`src/rtl/adder_share_arb.sv`:
```
// rtl/adder_share_arb.sv - round-robin arbiter time-sharing one carry-select adder
// Result slot holds one response; a draining slot can be refilled on the same edge.

module Adder (
  input  logic [31:0] a,
  input  logic [31:0] b,
  input  logic        cIn,
  output logic [31:0] sum,
  output logic        cOut
);
  logic [16:0] lo;
  logic [16:0] hi0;
  logic [16:0] hi1;

  // Upper half is precomputed for both carry-ins and selected by the lower carry.
  always_comb begin
    lo        = {1'b0, a[15:0]} + {1'b0, b[15:0]} + {16'd0, cIn};
    hi0       = {1'b0, a[31:16]} + {1'b0, b[31:16]};
    hi1       = {1'b0, a[31:16]} + {1'b0, b[31:16]} + 17'd1;
    sum[15:0] = lo[15:0];
    {cOut, sum[31:16]} = lo[16] ? hi1 : hi0;
  end
endmodule

module adder_share_arb #(
  parameter int N_REQ = 4,
  parameter int ID_W  = 2
) (
  input  logic                  i_clk_1,
  input  logic                  i_rst_1,
  input  logic [N_REQ-1:0]      i_reqValid_N,
  output logic [N_REQ-1:0]      o_reqReady_N,
  input  logic [N_REQ*32-1:0]   i_reqOp1_N32,
  input  logic [N_REQ*32-1:0]   i_reqOp2_N32,
  input  logic [N_REQ-1:0]      i_reqSub_N,
  output logic [N_REQ-1:0]      o_rspValid_N,
  input  logic [N_REQ-1:0]      i_rspReady_N,
  output logic [31:0]           o_rspSum_32,
  output logic                  o_rspCOut_1,
  output logic                  o_rspOvf_1,
  output logic [ID_W-1:0]       o_rspOwner_ID
);
  localparam logic [ID_W:0] N_REQ_W = (ID_W+1)'(N_REQ);

  typedef enum logic {EMPTY, FULL} slotState_t;
  slotState_t state, stateNext;

  logic [ID_W-1:0]    ptr;
  logic [ID_W-1:0]    owner;
  logic [ID_W-1:0]    grantIdx;
  logic [ID_W-1:0]    offset;
  logic [ID_W-1:0]    ptrNext;
  logic [ID_W:0]      idxSum;
  logic [ID_W:0]      ptrSum;
  logic [2*N_REQ-1:0] dblValid;
  logic [N_REQ-1:0]   rotValid;
  logic               found;
  logic               canAccept;
  logic               accept;
  logic [31:0]        op1;
  logic [31:0]        op2Raw;
  logic [31:0]        op2Eff;
  logic               subSel;
  logic [31:0]        addSum;
  logic               addCOut;
  logic               addOvf;
  logic [31:0]        rspSum;
  logic               rspCOut;
  logic               rspOvf;

  // Rotate the valid vector so the priority pointer lands on bit 0.
  always_comb begin
    dblValid = {i_reqValid_N, i_reqValid_N} >> ptr;
    rotValid = dblValid[N_REQ-1:0];
    found    = 1'b0;
    offset   = '0;
    for (int i = N_REQ - 1; i >= 0; i--) begin
      if (rotValid[i]) begin
        found  = 1'b1;
        offset = ID_W'(i);
      end
    end
    idxSum = {1'b0, ptr} + {1'b0, offset};
    if (idxSum >= N_REQ_W) begin
      idxSum = idxSum - N_REQ_W;
    end
    grantIdx = idxSum[ID_W-1:0];
    ptrSum   = {1'b0, grantIdx} + {{ID_W{1'b0}}, 1'b1};
    if (ptrSum >= N_REQ_W) begin
      ptrSum = '0;
    end
    ptrNext = ptrSum[ID_W-1:0];
  end

  assign canAccept    = (state == EMPTY) || ((state == FULL) && i_rspReady_N[owner]);
  assign accept       = found && canAccept;
  assign o_reqReady_N = accept ? (N_REQ'(1) << grantIdx) : '0;

  always_comb begin
    op1    = '0;
    op2Raw = '0;
    subSel = 1'b0;
    for (int k = 0; k < N_REQ; k++) begin
      if (grantIdx == ID_W'(k)) begin
        op1    = i_reqOp1_N32[32*k +: 32];
        op2Raw = i_reqOp2_N32[32*k +: 32];
        subSel = i_reqSub_N[k];
      end
    end
    op2Eff = subSel ? ~op2Raw : op2Raw;
  end

  Adder uAdder (
    .a    (op1),
    .b    (op2Eff),
    .cIn  (subSel),
    .sum  (addSum),
    .cOut (addCOut)
  );

  assign addOvf = (op1[31] == op2Eff[31]) && (addSum[31] != op1[31]);

  always_comb begin
    stateNext = state;
    case (state)
      EMPTY:   if (accept) stateNext = FULL;
      FULL:    if (i_rspReady_N[owner] && !accept) stateNext = EMPTY;
      default: stateNext = EMPTY;
    endcase
  end

  always_ff @(posedge i_clk_1) begin
    if (i_rst_1) begin
      state <= EMPTY;
    end else begin
      state <= stateNext;
    end
  end

  always_ff @(posedge i_clk_1) begin
    if (i_rst_1) begin
      ptr     <= '0;
      owner   <= '0;
      rspSum  <= '0;
      rspCOut <= 1'b0;
      rspOvf  <= 1'b0;
    end else if (accept) begin
      ptr     <= ptrNext;
      owner   <= grantIdx;
      rspSum  <= addSum;
      rspCOut <= addCOut;
      rspOvf  <= addOvf;
    end
  end

  assign o_rspValid_N  = (state == FULL) ? (N_REQ'(1) << owner) : '0;
  assign o_rspSum_32   = rspSum;
  assign o_rspCOut_1   = rspCOut;
  assign o_rspOvf_1    = rspOvf;
  assign o_rspOwner_ID = owner;
endmodule

```
`config.mk`:
```
export PLATFORM = sky130hd
export DESIGN_NAME = adder_share_arb
export DESIGN_NICKNAME = d
export VERILOG_FILES = /design/src/rtl/adder_share_arb.sv
export SDC_FILE = /design/constraint.sdc
export NUM_CORES = 1
export LEC_CHECK = 0
export BUFFER_PORTS_ARGS = -buffer_cell sky130_fd_sc_hd__buf_2
export CAP_MARGIN = 15
export CORE_AREA = 2 2 123 125
export CTS_BUF_LIST = sky130_fd_sc_hd__clkbuf_8
export CTS_CLUSTER_DIAMETER = 40
export DETAILED_ROUTE_END_ITERATION = 12
export DIE_AREA = 0 0 125 127
export PLACE_DENSITY_LB_ADDON = 0.08
export SLEW_MARGIN = 20
export SYNTH_ARGS = -nofsm -noshare
export SYNTH_HDL_FRONTEND = slang
export SYNTH_HIERARCHICAL = 1
export SYNTH_SLANG_ARGS = --single-unit
```
`constraint.sdc`:
```
create_clock -name i_clk_1 -period 14.1 [get_ports i_clk_1]
set_input_delay 2.115 -clock i_clk_1 [delete_from_list [all_inputs] [get_ports i_clk_1]]
set_output_delay 2.115 -clock i_clk_1 [all_outputs]
set_load 0.01 [all_outputs]
```
# Word-level counts from Yosys, hierarchy flattened

Cells that the tools add are included.

Eq/ne operators: 5
Bitwise gates (word level): 2
Multiplexer cells: 31
Shift-type cells: 3
Reduce and logical (&&, ||, !) cells: 7
Add/subtract/negate cells: 7
Magnitude comparators: 3

Operators by type and width:

| cell                    | count |
|---|---|
| $mux W32                | 9 |
| $add A16 B16 Y17        | 2 |
| $not A32 Y32            | 1 |
| $add A17 B1 Y17         | 1 |
| $add A17 B1 Y17 const B | 1 |
| $mux W17                | 1 |
| $mux W2                 | 6 |
| $mux W1                 | 11 |
| $mux W4                 | 2 |
| $shl A1 B2 Y4 const A   | 2 |
| $shr A8 B2 Y4           | 1 |
| $ge A3 B3 Y1 const B    | 2 |
| $eq A2 B2 Y1 const B    | 2 |
| $logic_and A1 B1 Y1     | 4 |
| $add A2 B1 Y3 const B   | 1 |
| $add A2 B2 Y3           | 1 |
| $lt A2 B3 Y1 const B    | 1 |
| $bmux W1 S2             | 1 |
| $eq A2 B1 Y1 const B    | 1 |
| $logic_not A2 Y1        | 1 |
| $pmux W1 S2             | 1 |
| $sub A2 B1 Y2 const B   | 1 |
| $eq A1 B1 Y1            | 1 |
| $logic_not A1 Y1        | 1 |
| 3 further kinds         | 3 |

Word-level logic and storage cells: 64
Flip-flop bits (word level): 39
Output and inout port bits: 44
Input bits: 270

# Depth between registers and ports, before layout

Gate-level depths: netlist of run 1.

Word-level depth: 20
Gate-level depth with buffers: 31
Mapped depth without buffers: 28

# Hierarchy

Netlist of run 1, hierarchy kept.

Modules (own cells, without submodules):

| module          | area each (um^2) | cells an instance | times used |
|---|---|---|---|
| adder_share_arb | 3797.4           | 592               | 1 |
| Adder           | 1934.4           | 249               | 1 |

# Worst setup path before layout of run 1

Ideal clock, no wire load.

Kind: input port to flip-flop
From: input i_reqValid_N[0]
To: register rspOvf (netlist: o_rspOvf_1)
Path slack: 6.395 ns
Path buffers: 3
Arrival: 7.614 ns
Cell stages on the path: 25
Path through: clkbuf_1 > or4_1 > o2111ai_1 > ha_1 > xnor2_1 > xnor2_1 > inv_1 > ha_1 > buf_2 > nor2b_1 > a211oi_2 > buf_2 > xnor2_1 > ha_1 > fa_1 > a211oi_2 > o211ai_1 > a31o_2 > xor2_1 > nand4_1 > and4bb_4 > nand3_1 > xnor2_1 > or3b_2 > a311oi_1

Longest elaborated chain between the ends: 20
Elaborated cells between the ends (all ways): 40
Those cells by class: add/sub (6); order compare (1); eq/ne (5); shift (1); mux (23); bitwise (1); reduce/logical (3)

Ends and longest elaborated chain:

| item                                          | RTL line | source |
|---|---|---|
| start, declared                               | 31       | `input logic [N_REQ-1:0] i_reqValid_N,` |
| $shr A8 B2 Y4 (*)                             | 73       | `dblValid = {i_reqValid_N, i_reqValid_N} >> ptr;` |
| $mux W2 (3 in series)                         | 78       | `if (rotValid[i]) begin` |
| $mux W2 (*)                                   | 78       |  |
| $add A2 B2 Y3 (*)                             | 83       | `idxSum = {1'b0, ptr} + {1'b0, offset};` |
| $ge A3 B3 Y1 or $sub A2 B1 Y2 (tied branches) | 84, 85   |  |
| $mux W2 (*)                                   | 84       | `if (idxSum >= N_REQ_W) begin` |
| net idxSum[1]                                 | 53       | `logic [ID_W:0] idxSum;` |
| $logic_not A2 Y1                              | 104      | `if (grantIdx == ID_W'(k)) begin` |
| (+5 left out)                                 | --       |  |
| $mux W32 (*)                                  | 110      | `op2Eff = subSel ? ~op2Raw : op2Raw;` |
| net op2Eff[16]                                | 62       | `logic [31:0] op2Eff;` |
| $add A16 B16 Y17 (*)                          | 18, 19   |  |
| $add A17 B1 Y17                               | 19       | `hi1 = {1'b0, a[31:16]} + {1'b0, b[31:16]} + 17'd1;` |
| $mux W17 (*)                                  | 21       | `{cOut, sum[31:16]} = lo[16] ? hi1 : hi0;` |
| net addSum[31]                                | 64       | `logic [31:0] addSum;` |
| $ne A1 B1 Y1 (*)                              | 121      | `assign addOvf = (op1[31] == op2Eff[31]) && (addSum[31] != op1[31]);` |
| $logic_and A1 B1 Y1 (*)                       | 121      |  |
| end signal, assigned                          | 152      | `rspOvf <= addOvf;` |
| end, declared                                 | 69       | `logic rspOvf;` |

Mark *: on every way through the listed nets, which the timed path passes. The rest lies on a longest branch.
A chain may end at the register's enable or synchronous reset.

# Worst setup path after layout of run 1

From: input i_reqValid_N[0]
To: register rspOvf (netlist: o_rspOvf_1)

Longest elaborated chain between the ends: 20
Elaborated cells between the ends (all ways): 40
Those cells by class: add/sub (6); order compare (1); eq/ne (5); shift (1); mux (23); bitwise (1); reduce/logical (3)

Ends and longest elaborated chain:

| item                                          | RTL line | source |
|---|---|---|
| $shr A8 B2 Y4 (*)                             | 73       |  |
| $mux W2 (3 in series)                         | 78       |  |
| $mux W2 (*)                                   | 78       |  |
| $add A2 B2 Y3 (*)                             | 83       |  |
| $ge A3 B3 Y1 or $sub A2 B1 Y2 (tied branches) | 84, 85   |  |
| $mux W2 (*)                                   | 84       |  |
| $logic_not A2 Y1                              | 104      |  |
| $mux W32 (4 in series)                        | 104      |  |
| $not A32 Y32                                  | 110      |  |
| $mux W32 (*)                                  | 110      |  |
| net op2Eff[0]                                 | 62       |  |
| $add A16 B16 Y17 (*)                          | 17       | `lo = {1'b0, a[15:0]} + {1'b0, b[15:0]} + {16'd0, cIn};` |
| $add A17 B1 Y17 (*)                           | 17       |  |
| $mux W17 (*)                                  | 21       |  |
| net addSum[31]                                | 64       |  |
| $ne A1 B1 Y1 (*)                              | 121      |  |
| $logic_and A1 B1 Y1 (*)                       | 121      |  |

Marks and branches as above.

==> results of run 1 <==
## through the flow
step | instance area (µm²) | setup slack, ns
6_report | 7520 | 5.53
5_1_grt | 7520 | 4.89
4_1_cts | 7510 | 5.51
3_5_place_dp | 7380 | 5.21
3_3_place_gp | 7380 | 5.49
2_1_floorplan | 5730 | 6.39
## layer usage
layer,up-vias,track usage (%),routed length [µm]
met2,260,41.0,9590
met3,21,4.31,1560
met5,-,0,13
li1,3559,-,-
met1,3071,37.7,10200
met4,2,5.16,289
## final cells by class
class / instances / area, µm² / share of cell area, %
repair buffers: 319 / 1610 / 21.4
flip-flops and latches: 39 / 781 / 10.4
inverters: 16 / 60.1 / 0.799
clock buffers: 5 / 68.8 / 0.916
multi-input cells: 724 / 4700 / 62.5
clock inverters: 3 / 63.8 / 0.849
diodes: 2 / 5.00 / 0.0666
well taps: 184 / 230 / 3.06
## cells in the mapped netlist, types with 3 or more instances
cell type,count
nor2_1,58
and2_1,6
a21oi_1,121
nor3b_1,4
o21ai_1,5
a211oi_2,4
buf_1,8
o21ai_0,40
buf_2,10
nor3_1,41
ha_1,37
o21a_1,5
inv_1,16
clkbuf_1,44
nand2b_1,7
fa_1,3
a22oi_1,30
xor2_1,14
o211ai_1,7
nand3b_1,4
dfxtp_1,39
nor2b_1,39
nand2_1,127
o21bai_1,3
a221oi_1,31
or2_2,4
a211oi_1,10
xnor2_1,56
nor4_1,3
nand4_1,5
nand3_1,7
a21o_1,8
or4_1,3
## logic make-up (layout without fill, tap and decap cells)
family | after synthesis | in the layout | share of synthesized area (%)
fa+ha+maj | 40 | 40 | 9.12
compound gates | 285 | 285 | 32.2
mux | 3 | 3 | 0.786
xor+xnor | 71 | 71 | 11.0
buf+inv | 78 | 343 | 5.33
simple gates | 325 | 325 | 28.0
other cells | 0 | 2 | 0
flops | 39 | 39 | 13.6
## how the worst max path moves through the flow
stage | slack, ns | startpoint | endpoint
final | 5.53 | i_reqValid_N[0] | o_rspOvf_1$_SDFFE_PP0P_
after global routing | 4.89 | i_reqValid_N[0] | o_rspOvf_1$_SDFFE_PP0P_
after CTS | 5.51 | i_reqValid_N[0] | o_rspOvf_1$_SDFFE_PP0P_
after detailed placement | 5.21 | i_reqValid_N[0] | o_rspOvf_1$_SDFFE_PP0P_
after global placement | 5.49 | i_reqValid_N[0] | o_rspOvf_1$_SDFFE_PP0P_
after floorplan | 6.39 | i_reqValid_N[0] | o_rspOvf_1$_SDFFE_PP0P_
## flip-flops by register name, indices dropped and copies added (netlist names)
| signal | count |
|---|---|
| o_rspSum_32 | 32 |
| o_rspOvf_1 | 1 |
| state | 1 |
| o_rspOwner_ID | 2 |
| ptr | 2 |
| o_rspCOut_1 | 1 |
## critical path: stages
cell and delay [ns]:
buf_2 0.15, or4_1 0.51, o2111ai_1 0.10, ha_1 0.19
xnor2_1 0.07, xnor2_1 0.36, ha_2 0.26, buf_4 0.57
nor2b_4 0.10, buf_4 0.32, a221oi_1 0.34, nor3_1 0.07
a21oi_1 0.18, xnor2_1 0.13, inv_1 0.08, fa_1 0.42
inv_1 0.08, fa_1 0.24, a211oi_1 0.11, o211ai_1 0.21
nand3_1 0.15, a21oi_2 0.20, a211oi_4 0.10, nor4_2 0.47
nand3_1 0.15, xnor2_1 0.27, or3b_2 0.47, a311oi_1 0.25
==> flow_metrics.tcl, run 1 <==
set metrics [dict create \
    min_to "o_rspSum_32[30]$_SDFFE_PP0P_" \
    path_class "in -> reg" \
    cts_buffers 5 \
    num_vias 6913 \
    fin_crit_sh_pct 60.8 \
    cts.sinks 39 \
    yosysWarnings 6 \
    final_cells 1292 \
    antenna_found_initial 4 \
    worstPathRequired_ns 14.31 \
    fp.dieW_um 125 \
    fillCellCount 1529 \
    cts-root-buf "clkbuf_8" \
    synth.net_count 1151 \
    netlist_instances 841 \
    crit_path_end_kind "register" \
    max_clock_freq_ghz 0.117 \
    max_slew_margin_pct 46.3 \
    die_h_um 127 \
    layout_min_cycle_time_ns 8.57 \
    r2r_setup_slack_ns 7.03 \
    layout-drive-gt1-share_pct 32.5 \
    final_cell_mix "313 x buf_2, 127 x nand2_1, 121 x a21oi_1, 57 x nor2_1, 56 x xnor2_1" \
    drt-total-wl_mm 21.6 \
    r2r_end "o_rspOvf_1$_SDFFE_PP0P_" \
    hold_start "o_rspSum_32[30]$_SDFFE_PP0P_" \
    ant_nets 0 \
    ys_types 66 \
    io_pins 314 \
    first_pass_iters 6 \
    worstPathArrival_ns 8.78 \
    gp_congestion 0.935 \
    slew_violations 0 \
    avgSynthCellArea_um2 6.82 \
    synth_seq_cells 39 \
    cts_resized 0 \
    hold_path.class "reg -> reg" \
    synth_enable_flop_cells 0 \
    cap_violations 0 \
    cts_buffer_depth 2 \
    hold_ws_ns 0.451 \
    cts_tree "yes" \
    hold_violations 0 \
    ys_async_sr_fraction_pct 0 \
    synth_top_area_share_pct 13.6 \
    dp_hpwl_mm 17.7 \
    cp-start-kind "primary input" \
    grt_max_degree 93 \
    setup_violations 0 \
    start_util_pct 39.7 \
    post_cts.repair.setup_buffers 0 \
    syn_to_final_growth_pct 31.1 \
    final_util_pct 52.1 \
    mostFrequentLayoutCell "buf_2" \
    avgViaCountPerCell 5.35 \
    grt_first_pass_wirelength_mm 33.9 \
    r2r_start "ptr[0]$_SDFFE_PP0P_" \
    clk_latency_ns 0.30 \
    fin_worst_skew_ns 0.0107 \
    synthTopCellsByArea "dfxtp_1 14%, a21oi_1 11%, xnor2_1 8.6%" \
    rsz0062_at_grt "no" \
    hold_buffers 0 \
    rows 44 \
    whs_path_depth 2 \
    cp_max_fo 71 \
    grt_pass1_vias 6515 \
    yosysTopAreaCell "dfxtp_1" \
    drc 0 \
    yosysSeqAreaShare_pct 13.6 \
    h-tree-depth 2 \
    synth_ff_type "dfxtp_1" \
    status "completed" \
    cts.clk_slew.worst_paths_ns 0.08 \
    first_iter_violations 471 \
    worst_pin_slew_ns 0.805 \
    layout.nets 1415 \
    grt.overflow.total 0 \
    detail_route.wl_per_cell_um 16.7 \
    grt_usage_pct 26.0 \
    tns_ns 0 \
    synth_area_um2 5730 \
    portBuffers 313 \
    rr_worst_depth 27 \
    core-area_um2 14400 \
    design.die.area_um2 15900 \
    dp_cells 1282 \
]
Power of run 1 is not shown: default switching activity piles up to over one toggle a cycle in this logic, so the estimate is an artifact.
==> run 2: changes to the inputs <==
--- a/config.mk
+++ b/config.mk
@@ -5,13 +5,15 @@
 export SDC_FILE = /design/constraint.sdc
 export NUM_CORES = 1
 export LEC_CHECK = 0
+export ABC_AREA = 1
 export BUFFER_PORTS_ARGS = -buffer_cell sky130_fd_sc_hd__buf_2
 export CAP_MARGIN = 15
-export CORE_AREA = 2 2 123 125
+export CORE_ASPECT_RATIO = 0.7
+export CORE_MARGIN = 1.5
+export CORE_UTILIZATION = 44
 export CTS_BUF_LIST = sky130_fd_sc_hd__clkbuf_8
 export CTS_CLUSTER_DIAMETER = 40
 export DETAILED_ROUTE_END_ITERATION = 12
-export DIE_AREA = 0 0 125 127
 export PLACE_DENSITY_LB_ADDON = 0.08
 export SLEW_MARGIN = 20
 export SYNTH_ARGS = -nofsm -noshare
==> constraint.sdc (replaced) <==
create_clock -name i_clk_1 -period 7.6 [get_ports i_clk_1]
set_input_delay 1.14 -clock i_clk_1 [delete_from_list [all_inputs] [get_ports i_clk_1]]
set_output_delay 1.14 -clock i_clk_1 [all_outputs]
set_load 0.01 [all_outputs]
==> flow_metrics.tcl, run 2 <==
set metrics [dict create \
    dp_hpwl_mm 20.6 \
    max_slew_margin_pct 43.9 \
    synthTopCellsByCount "304 x nand2_1, 134 x nor2_1, 95 x o21ai_0" \
    slowest_stage "fa_1" \
    io_pins 314 \
    slowest_delay_ns 0.52 \
    cp_max_fo 34 \
    synth_most_common_cell "nand2_1" \
    synth_enable_flop_cells 0 \
    cts-root-buf "clkbuf_8" \
    avgViaCountPerCell 5.16 \
    final_cells 1583 \
    cp_common_cell "nand2_1" \
    slew_violations 0 \
    grt.overflow.total 0 \
    netlist_instances 1115 \
    hold_buffers 0 \
    max_clock_freq_ghz 0.164 \
    critical_path_buf_inv_count 5 \
    ant_nets 0 \
    dp_cells 1573 \
    layout_min_cycle_time_ns 6.11 \
    ys_types 40 \
    fin_area_um2 8190 \
    critPathTopFamily "simple AND/OR/NAND/NOR gates" \
    grt_max_degree 62 \
    cts_tree "yes" \
    tns_ns 0 \
    layout.nets 1700 \
    portBuffers 313 \
    cts_buffer_depth 2 \
    cts.sinks 39 \
    final_cell_mix "313 x buf_2, 303 x nand2_1, 134 x nor2_1, 95 x o21ai_0, 85 x inv_1" \
    antenna_found_initial 1 \
    clk_latency_ns 0.29 \
    r2r_setup_slack_ns 1.91 \
    fin_worst_skew_ns 0.00718 \
    synthSimpleGateAreaFrac_pct 39.6 \
    synth_top_area_share_pct 17.6 \
    num_vias 8176 \
    path_class "in -> reg" \
    grt_usage_pct 31.4 \
    fin_crit_sh_pct 80.4 \
    synthTopCellsByArea "nand2_1 18%, dfxtp_1 12%, nor2_1 7.8%" \
    avgSynthCellArea_um2 5.81 \
    drt-total-wl_mm 24.7 \
    layout-drive-gt1-share_pct 30.3 \
    die_h_um 105 \
    drc 0 \
    post_cts.repair.setup_buffers 0 \
    crit_path_end_kind "register" \
    design.die.area_um2 15500 \
    synth.net_count 1425 \
    cts_buffers 5 \
    synthAdderAreaFrac_pct 8.07 \
    synth_area_um2 6480 \
    worstPathArrival_ns 6.30 \
    core-area_um2 14100 \
    first_iter_violations 584 \
    hold_violations 0 \
    rsz0062_at_grt "no" \
    synth_compound_gate_area_share_pct 21.3 \
    synth_seq_cells 39 \
    grt_first_pass_wirelength_mm 39.0 \
    yosysTopAreaCell "nand2_1" \
    gp_congestion 0.972 \
    syn_to_final_growth_pct 26.3 \
    first_pass_iters 7 \
    muxShareOfSynthArea_pct 0 \
    start_util_pct 45.8 \
    placed_cell_area_um2 8050 \
    largest_reg_flops 32 \
    yosysWarnings 6 \
    worstPathRequired_ns 7.79 \
    grt_pass1_vias 7291 \
    cts_resized 0 \
    cp-start-kind "primary input" \
    ys_async_sr_fraction_pct 0 \
    synthXorXnorAreaFrac_pct 7.97 \
    rows 36 \
    h-tree-depth 2 \
    synth_ff_type "dfxtp_1" \
    detail_route.wl_per_cell_um 15.6 \
    cap_violations 0 \
    synth_top_family_by_area "simple AND/OR/NAND/NOR gates" \
    status "completed" \
    mostFrequentLayoutCell "buf_2" \
    yosysSeqAreaShare_pct 12.0 \
    worst_pin_slew_ns 0.841 \
    fp.dieW_um 148 \
    hold_ws_ns 0.486 \
    setup_violations 0 \
    cts.clk_slew.worst_paths_ns 0.07 \
    hold_path.class "reg -> reg" \
]
[run 2: cell count changes in the layout (fill, tap and decap cells not counted), sizes merged, moves of 15 or more]
cell,delta
a211oi,-15
nand3,+56
nor3,-35
a221oi,-31
a22oi,+32
nor2b,-39
a21oi,-63
o21ai,+56
xor2,+31
inv,+85
nor2,+114
nand2,+202
xnor2,-43
[run 2: layout make-up]
type / count / area (µm²)
Inverter: 101 / 387
Multi-Input combinational cell: 920 / 5000
Tap cell: 190 / 238
Fill cell: 1459 / 5960
Clock buffer: 5 / 68.8
Antenna cell: 2 / 5.00
Sequential cell: 39 / 781
Timing Repair Buffer: 323 / 1640
Clock inverter: 3 / 63.8
[run 2: cell families (layout without fill, tap and decap cells)]
group	Yosys count	count (layout)
flops	39	39
xor+xnor	59	59
compound gates	236	236
buf+inv	156	432
fa+ha+maj	40	40
simple gates	585	585
other cells	0	2
[run 2: per-layer routing]
layer / GRT usage [%] / vias up / wire length, µm
met1: 49.4 / 3593 / 12400
met4: 4.74 / 0 / 257
met3: 5.33 / 19 / 2350
met2: 44.3 / 375 / 9690
met5: 0 / - / 0
li1: - / 4189 / -
[run 2: worst register-to-register path, delay by kind of cell, from the launching register on]
kind	cells	cell delay (ns)
flops	1	0.44
simple gates	18	1.93
fa+ha+maj	3	0.98
compound gates	2	0.34
xor+xnor	4	0.96
buf+inv	5	0.95
[run 2: final timing paths]
| path | end | cells past startpoint | startpoint |
|---|---|---|---|
| worst min-delay path | o_rspSum_32[30]$_SDFFE_PP0P_ | 2 | o_rspSum_32[30]$_SDFFE_PP0P_ |
| worst min register to register | o_rspSum_32[30]$_SDFFE_PP0P_ | 2 | o_rspSum_32[30]$_SDFFE_PP0P_ |
| worst max register to register | o_rspOvf_1$_SDFFE_PP0P_ | 32 | ptr[0]$_SDFFE_PP0P_ |
| worst max-delay path | o_rspOvf_1$_SDFFE_PP0P_ | 32 | i_reqValid_N[1] |
[run 2: metrics by stage]
| stage | util, % | setup WS (ns) |
|---|---|---|
| after detailed placement | 56.9 | 1.27 |
| after CTS | 57.8 | 1.55 |
| after global placement | 56.9 | 1.31 |
| after global routing | 57.9 | 0.791 |
| after floorplan | - | 2.38 |
| final | 57.9 | 1.49 |
Power of run 2 is left out for the same reason.
==> run 3: changes to the inputs <==
--- a/config.mk
+++ b/config.mk
@@ -5,15 +5,14 @@
 export SDC_FILE = /design/constraint.sdc
 export NUM_CORES = 1
 export LEC_CHECK = 0
-export ABC_AREA = 1
+export ABC_AREA = 0
 export BUFFER_PORTS_ARGS = -buffer_cell sky130_fd_sc_hd__buf_2
 export CAP_MARGIN = 15
-export CORE_ASPECT_RATIO = 0.7
-export CORE_MARGIN = 1.5
-export CORE_UTILIZATION = 44
+export CORE_AREA = 2 2 121 123
 export CTS_BUF_LIST = sky130_fd_sc_hd__clkbuf_8
 export CTS_CLUSTER_DIAMETER = 40
 export DETAILED_ROUTE_END_ITERATION = 12
+export DIE_AREA = 0 0 123 125
 export PLACE_DENSITY_LB_ADDON = 0.08
 export SLEW_MARGIN = 20
 export SYNTH_ARGS = -nofsm -noshare
==> constraint.sdc (replaced) <==
create_clock -name i_clk_1 -period 6.4 [get_ports i_clk_1]
set_input_delay 0.96 -clock i_clk_1 [delete_from_list [all_inputs] [get_ports i_clk_1]]
set_output_delay 0.96 -clock i_clk_1 [all_outputs]
set_load 0.01 [all_outputs]
==> flow_metrics.tcl, run 3 (same netlist as run 1, synthesis figures left out) <==
set metrics [dict create \
    max_clock_freq_ghz 0.164 \
    worstPathArrival_ns 6.31 \
    rr_worst_depth 24 \
    worstPathRequired_ns 6.61 \
    fp.dieW_um 123 \
    cp_max_fo 9 \
    layout-drive-gt1-share_pct 37.9 \
    start_util_pct 40.4 \
    ant_nets 0 \
    first_pass_iters 6 \
    detail_route.wl_per_cell_um 16.0 \
    layout.nets 1496 \
    drt-total-wl_mm 21.9 \
    cts_tree "yes" \
    io_pins 314 \
    crit_path_end_kind "register" \
    portBuffers 313 \
    final_cells 1374 \
    rows 44 \
    dp_cells 1361 \
    cap_violations 0 \
    fillCellCount 1465 \
    grt_pass1_vias 6699 \
    cts_buffer_depth 2 \
    dp_hpwl_mm 18.4 \
    worst_pin_slew_ns 0.923 \
    hold_violations 0 \
    antenna_found_initial 3 \
    slew_violations 0 \
    syn_to_final_growth_pct 43.9 \
    min_to "o_rspSum_32[28]$_SDFFE_PP0P_" \
    hold_path.class "reg -> reg" \
    design.die.area_um2 15400 \
    cts-root-buf "clkbuf_8" \
    max_slew_margin_pct 38.3 \
    cts.sinks 39 \
    grt_usage_pct 27.6 \
    r2r_end "o_rspOvf_1$_SDFFE_PP0P_" \
    mostFrequentLayoutCell "buf_2" \
    largest_reg_flops 32 \
    hold_start "o_rspSum_32[28]$_SDFFE_PP0P_" \
    core-area_um2 14200 \
    r2r_start "ptr[0]$_SDFFE_PP0P_" \
    r2r_setup_slack_ns 0.60 \
    status "completed" \
    grt.overflow.total 0 \
    whs_path_depth 2 \
    grt_first_pass_wirelength_mm 34.2 \
    cp-start-kind "primary input" \
    final_cell_mix "313 x buf_2, 127 x nand2_1, 119 x a21oi_1, 80 x buf_4, 57 x nor2_1" \
    clk_latency_ns 0.30 \
    cts_buffers 5 \
    avgViaCountPerCell 5.27 \
    num_vias 7247 \
    gp_congestion 0.919 \
    die_h_um 125 \
    layout_min_cycle_time_ns 6.10 \
    cts.clk_slew.worst_paths_ns 0.07 \
    fin_crit_sh_pct 95.3 \
    first_iter_violations 436 \
    drc 0 \
    path_class "in -> reg" \
    setup_violations 0 \
    fin_worst_skew_ns 0.00599 \
    grt_max_degree 45 \
    h-tree-depth 2 \
]
-- run 3: repair_timing --
action | CTS | global route
resized for setup | 0 | 9
setup buffers | 0 | 2
endpoints found under the setup margin | 0 | 1
hold buffers | 0 | 0
-- run 3: metal layers --
layer	GRT usage, %	vias up	part of all wire (%)	wire (µm)
li1	-	3735	-	-
met1	39.9	3220	47	10400
met2	42.4	269	44	9550
met3	4.15	23	7.0	1530
met4	7.22	0	2.1	459
met5	0	-	0	0
-- run 3: metrics by stage --
| step | hold slack, ns | setup TNS (ns) | utilization (%) | area (µm²) | setup slack [ns] |
|---|---|---|---|---|---|
| finish | 0.453 | 0 | 58.1 | 8250 | 0.302 |
| detailed placement | 0.443 | -0.0940 | 56.7 | 8050 | -0.0940 |
| floorplan | 0.481 | 0 | - | 5770 | 0.00446 |
| CTS | 0.454 | 0 | 57.6 | 8190 | 0.195 |
| global placement | 0.440 | 0 | 56.7 | 8050 | 0.0260 |
| global route | 0.475 | -0.0161 | 58.1 | 8250 | -0.0161 |
-- run 3: critical path, stage by stage --
cell,delay [ns]
buf_2,0.12
or4_1,0.51
o2111ai_1,0.10
ha_2,0.21
xnor2_1,0.13
xnor2_1,0.09
buf_4,0.15
ha_2,0.21
buf_4,0.16
nand3b_1,0.20
a211oi_4,0.27
buf_12,0.18
xnor2_1,0.08
ha_2,0.19
fa_2,0.37
a211oi_2,0.27
o211ai_1,0.14
a31o_2,0.31
o31ai_4,0.31
xnor2_2,0.15
and4bb_4,0.25
nand3_1,0.11
xnor2_2,0.18
or3b_4,0.38
a311oi_1,0.25
-- run 3: final cells by class --
| class | instances | area (µm²) | share of cell area (%) |
|---|---|---|---|
| antenna | 3 | 7.51 | 0.0910 |
| clock buffer | 5 | 68.8 | 0.835 |
| clock inverter | 3 | 63.8 | 0.774 |
| inverter | 16 | 60.1 | 0.728 |
| multi-input combinational | 724 | 4740 | 57.5 |
| sequential | 39 | 781 | 9.47 |
| tap | 184 | 230 | 2.79 |
| timing repair buffer | 400 | 2290 | 27.8 |
-- run 3: worst max-delay path by stage --
stage	slack, ns	from	end	depth (start not counted)
floorplan	0.004	i_reqValid_N[0]	o_rspOvf_1$_SDFFE_PP0P_	25
global placement	0.03	i_reqValid_N[0]	o_rspOvf_1$_SDFFE_PP0P_	27
detailed placement	-0.09	i_reqValid_N[0]	o_rspOvf_1$_SDFFE_PP0P_	27
CTS	0.19	i_reqValid_N[0]	o_rspOvf_1$_SDFFE_PP0P_	27
global route	-0.02	i_reqValid_N[0]	o_rspOvf_1$_SDFFE_PP0P_	25
finish	0.30	i_reqValid_N[0]	o_rspOvf_1$_SDFFE_PP0P_	25
Power of run 3 is left out for the same reason.
